`config.mk`:
```
export PLATFORM = sky130hd
export DESIGN_NAME = register_file
export DESIGN_NICKNAME = d
export VERILOG_FILES = /design/src/rtl/register_file.sv
export SDC_FILE = /design/constraint.sdc
export NUM_CORES = 2
export LEC_CHECK = 0
export BUFFER_PORTS_ARGS = -buffer_cell sky130_fd_sc_hd__buf_2
export CAP_MARGIN = 10
export CORE_MARGIN = 2
export CORE_UTILIZATION = 59
export CTS_BUF_LIST = sky130_fd_sc_hd__clkbuf_2
export DETAILED_ROUTE_END_ITERATION = 16
export GPL_TIMING_DRIVEN = 0
export PLACE_DENSITY_LB_ADDON = 0.2
export SETUP_SLACK_MARGIN = 0.1
export SYNTH_ARGS = -nofsm -noshare
export SYNTH_HDL_FRONTEND = slang
export SYNTH_SLANG_ARGS = --single-unit
```
`constraint.sdc`:
```
create_clock -name clk -period 1.8 [get_ports clk]
set_clock_uncertainty 0.2 [all_clocks]
set_input_delay 0.18 -clock clk [delete_from_list [all_inputs] [get_ports clk]]
set_output_delay 0.18 -clock clk [all_outputs]
set_load 0.01 [all_outputs]
```
`src/rtl/register_file.sv`:
```
`default_nettype none
// +--------------------------------------------------------------------------+
// | Module      : register_file                                              |
// | Description : Architectural register file with per-register rename tags.|
// |               Issue returns operand values or producer ROB tags and     |
// |               renames rd; commit writes retired values and clears the   |
// |               tag when it still names the committing ROB entry; flush   |
// |               discards every tag.                                       |
// |               Optional macro RF_BYPASS_EN forwards a same-cycle commit  |
// |               to the read ports.                                        |
// | Revision    : 1.0 - initial release                                      |
// +--------------------------------------------------------------------------+
module register_file #(
   parameter int XLEN           = 32,
   parameter int REG_CNT_WIDTH  = 5,
   parameter int ROB_SIZE_WIDTH = 4,
   parameter int DEP_WIDTH      = ROB_SIZE_WIDTH + 1
) (
   input  logic                      clk,
   input  logic                      rst_n,
   input  logic                      flush,
   input  logic                      stall,
   input  logic                      dec_ready,
   input  logic                      dec_writes_rd,
   input  logic [REG_CNT_WIDTH-1:0]  dec_rd,
   input  logic [REG_CNT_WIDTH-1:0]  dec_rs1,
   input  logic [REG_CNT_WIDTH-1:0]  dec_rs2,
   input  logic [ROB_SIZE_WIDTH-1:0] rob_tail_id,
   input  logic                      rob_write_enable,
   input  logic [REG_CNT_WIDTH-1:0]  rob_write_rd,
   input  logic [XLEN-1:0]           rob_write_val,
   input  logic [ROB_SIZE_WIDTH-1:0] rob_write_id,
   output logic [XLEN-1:0]           rf_val1,
   output logic [DEP_WIDTH-1:0]      rf_dep1,
   output logic [XLEN-1:0]           rf_val2,
   output logic [DEP_WIDTH-1:0]      rf_dep2
);

   localparam int                   c_REG_CNT  = 1 << REG_CNT_WIDTH;
   localparam logic [DEP_WIDTH-1:0] c_DEP_NONE = '1;

   logic [XLEN-1:0]      r_val [c_REG_CNT];
   logic [DEP_WIDTH-1:0] r_dep [c_REG_CNT];

   logic                 w_issue;
   logic                 w_commit;
   logic [DEP_WIDTH-1:0] w_issue_tag;
   logic [DEP_WIDTH-1:0] w_commit_tag;
   logic                 w_byp1;
   logic                 w_byp2;

   // x0 is excluded from both rename and commit so it never leaves its reset state
   assign w_issue      = dec_ready && dec_writes_rd && !stall && !flush && (dec_rd != '0);
   assign w_commit     = rob_write_enable && (rob_write_rd != '0);
   assign w_issue_tag  = {1'b0, rob_tail_id};
   assign w_commit_tag = {1'b0, rob_write_id};

`ifdef RF_BYPASS_EN
   // A source whose producer is retiring this cycle takes the retired value directly
   assign w_byp1 = rob_write_enable && (rob_write_rd == dec_rs1) && (dec_rs1 != '0) &&
                   (r_dep[dec_rs1] == w_commit_tag);
   assign w_byp2 = rob_write_enable && (rob_write_rd == dec_rs2) && (dec_rs2 != '0) &&
                   (r_dep[dec_rs2] == w_commit_tag);
`else
   // Reads see stored state only; the consumer picks up the value from the ROB
   assign w_byp1 = 1'b0;
   assign w_byp2 = 1'b0;
`endif

   // Register state: value written on commit, tag priority flush > issue > commit clear
   always_ff @(posedge clk or negedge rst_n) begin
      if (!rst_n) begin
         for (int i = 0; i < c_REG_CNT; i++) begin
            r_val[i] <= '0;
            r_dep[i] <= c_DEP_NONE;
         end
      end else begin
         if (w_commit) begin
            r_val[rob_write_rd] <= rob_write_val;
         end
         for (int i = 1; i < c_REG_CNT; i++) begin
            if (flush) begin
               r_dep[i] <= c_DEP_NONE;
            end else if (w_issue && (dec_rd == REG_CNT_WIDTH'(i))) begin
               r_dep[i] <= w_issue_tag;
            end else if (w_commit && (rob_write_rd == REG_CNT_WIDTH'(i)) &&
                         (r_dep[i] == w_commit_tag)) begin
               // Only clear if no younger producer has renamed the register since
               r_dep[i] <= c_DEP_NONE;
            end
         end
      end
   end

   // Read port 1: pre-edge state, x0 hard-wired, optional commit forwarding
   always_comb begin
      rf_val1 = r_val[dec_rs1];
      rf_dep1 = r_dep[dec_rs1];
      if (dec_rs1 == '0) begin
         rf_val1 = '0;
         rf_dep1 = c_DEP_NONE;
      end else if (w_byp1) begin
         rf_val1 = rob_write_val;
         rf_dep1 = c_DEP_NONE;
      end
   end

   // Read port 2: pre-edge state, x0 hard-wired, optional commit forwarding
   always_comb begin
      rf_val2 = r_val[dec_rs2];
      rf_dep2 = r_dep[dec_rs2];
      if (dec_rs2 == '0) begin
         rf_val2 = '0;
         rf_dep2 = c_DEP_NONE;
      end else if (w_byp2) begin
         rf_val2 = rob_write_val;
         rf_dep2 = c_DEP_NONE;
      end
   end

endmodule
`default_nettype wire

```
==> reports/qor.yml <==
core-area_sq_um: 107400
grt_use_met3_pct: 16.69
mostFrequentLayoutCells: "mux2_2 (1063), dfrtp_1 (1023), clkbuf_2 (466)"
critPathKind: "reg2out"
rows: 120
grt_pass1_wl_mm: 336.6
p_leak_nw: 32.59
ant_nets: 0
busiest_layer: "met2"
ys_ff_latch: 1178
grtUsageMet2_pct: 59.38
status: "finished, violations left"
cp.arrival_ps: 3940
vias: 49600
hp-class: "in2async"
synth_edf_count: 0
grt_overflow: 0
ctsLongestPathBuffers: 4
mostFrequentLayoutCell: "mux2_2"
synth_area_sq_um: 63970
route.detailed.drc: 0
cts.clk_slew.worst_paths_ps: 130
rsz0062_at_grt: "true"
synth_ff_type: "dfrtp_1"
post_drt_wl_per_cell_um: 33.25
period_minus_slack_ps: 4318
areaGrowthSynthToFinish_pct: 16.88
setup_slack_ps: -2518
cpPeakStageDelay_ps: 580
crit_chain: "inv_2 -> mux4_2 -> a221oi_2 -> o2111ai_2 -> a211oi_2 -> buf_2"
maxSlewViolCount: 0
start_util_pct: 59.59
total_power_mw: 69.61
via_per_inst: 6.978
powerDensity_nw_per_um2: 931.0
clock_sinks: 1178
fill_cells: 7618
design_area_sq_um: 74770
fin_crit_sh_pct: 239.9
pre_cts_slack_ps: -1962
yosys.area.top_type: "dfrtp_1"
grt_max_degree: 160
clk_latency_ps: 1740
grt_pass1_vias: 49620
final_cells: 7108
tritoncts: "yes"
syn_nets: 4824
yosys_warnings: 5
tightest_slew_ps: 1341
fmax_mhz: 231.6
synth-seq-area-share_pct: 46.39
synth.area.top_cells: "dfrtp_1 (40%), mux2_2 (19%), mux4_2 (16%)"
root_buffer: "clkbuf_2"
slew_headroom_pct: 9.907
final_nets: 5548
start_kind: "flop"
syn-mean-instance-area_sq_um: 13.45
placedCellCount: 6298
gp_congestion: 1.015
use_met1_pct: 55.25
fp.dieW_um: 333.3
setup_viol: 173
layout-drive-gt1-share_pct: 52.65
drtIter0Drc: 6197
ir_drop_mv: 0.5312
crit_fanout: 3
synth_cells: 4757
placed_cell_area_sq_um: 67750
violations: "hold timing, setup timing"
utilization_pct: 69.65
drt-pass1-iter-count: 8
cp_slowest_cell: "dfstp_2"
antenna_found_initial: 8
ys_types: 63
end_kind: "output pin"
cts.htree.levels: 5
port_buffers: 129
finalHoldViolCount: 1069
io_pins: 141
totalWireLength_mm: 236.3
async_flop_share_pct: 100.0
grt_usage_pct: 42.18
synth_top_area_share_pct: 40.02
cts_made_buffers: 326
fp.dieArea_sq_um: 111100
cp.required_ps: 1420
die_y_um: 333.3
place_hpwl_mm: 157.3
drv_cap: 0
hold_slack_ps: -1689
## metrics by stage
stage / TNS, ps / hold WS [ps]
finish: -180620 / -1689
global route: -177060 / -1593
CTS: -258500 / -1699
detailed placement: -1459850 / 61.12
global placement: - / 235.2
floorplan: -1866 / -315.6
## state kept, by name (all words and copies together), names as in the netlist
name   count
r_val   1023
r_dep    155
## cell usage after synthesis, drive strengths merged (5+ instances only)
cell / number
a211oi: 41
nor3b: 5
buf: 254
a41oi: 31
clkbuf: 224
a21boi: 15
nor2b: 48
nand2b: 6
xnor2: 31
mux2i: 155
a2111oi: 9
inv: 95
nand4: 33
a21oi: 117
a31oi: 63
xor2: 93
a221oi: 33
o22ai: 11
o211ai: 7
a22oi: 170
mux2: 1065
mux4: 450
o2111ai: 13
nor2: 258
nand3: 59
dfstp: 155
dfrtp: 1023
nor3: 42
o21ai: 129
nand2: 87
## where the power goes
group | switching, mW | internal, mW | total (mW)
clock | 11.9 | 7.58 | 19.5
combinational | 7.09 | 8.98 | 16.1
sequential | 3.24 | 30.8 | 34.1
## timing repair
| item | 4_1_cts | 5_1_grt |
|---|---|---|
| hold endpoints to repair | 2074 | 2057 |
| hold buffers | 158 | 35 |
| cloned | 0 | 1 |
| endpoints found under the setup margin | 119 | 1050 |
| buffers inserted | 48 | 31 |
| resized for setup | 232 | 249 |
| pin swaps | 115 | 129 |
## per-layer routing
| layer | wire (um) | up-vias |
|---|---|---|
| met5 | 421 | - |
| met2 | 100400 | 3486 |
| li1 | - | 19600 |
| met1 | 88230 | 25580 |
| met4 | 15940 | 10 |
| met3 | 31350 | 932 |
## cell type report
class	count	area, sq um	share of cell area, %
sequential	1178	29670	39.69
inverter	95	356.6	0.4769
timing repair buffer	396	3457	4.624
multi-input combinational	3006	33500	44.80
clock inverter	81	484.2	0.6476
buffer	478	3229	4.319
clock buffer	454	2272	3.039
tap	1403	1755	2.348
antenna	17	42.54	0.05690
## worst paths after layout
path / start / endpoint / slack, ps / cells after the start
worst max register to register: r_dep[88]$_DFFE_PN1P_ / r_dep[85]$_DFFE_PN1P_ / -70 / 5
worst max-delay path: r_dep[59]$_DFFE_PN1P_ / rf_dep1[4] / -2520 / 6
max in group asynchronous: rst_n / r_val[968]$_DFFE_PN0P_ / 720 / 4
min in group clk: dec_ready / r_dep[45]$_DFFE_PN1P_ / -470 / 6
worst min register to register: r_val[1005]$_DFFE_PN0P_ / r_val[1005]$_DFFE_PN0P_ / 270 / 1
worst min-delay path: rst_n / r_val[828]$_DFFE_PN0P_ / -1690 / 1
## worst max-delay path, delay by kind of cell, from the launching register on
kind,cells,cell delay (ps)
compound gates,3,860
buf+inv,2,250
flops,1,580
mux,1,500
## kinds of logic after synthesis
kind of cell | count (synthesis) | synth area share, %
muxes | 1670 | 37.02
DFF | 1178 | 46.39
AOI/OAI and AO/OA | 648 | 6.737
buffers and inverters | 573 | 4.092
and+or+nand+nor | 564 | 4.069
xor gates and xnor gates | 124 | 1.698
(Power assumes the default switching activity.)
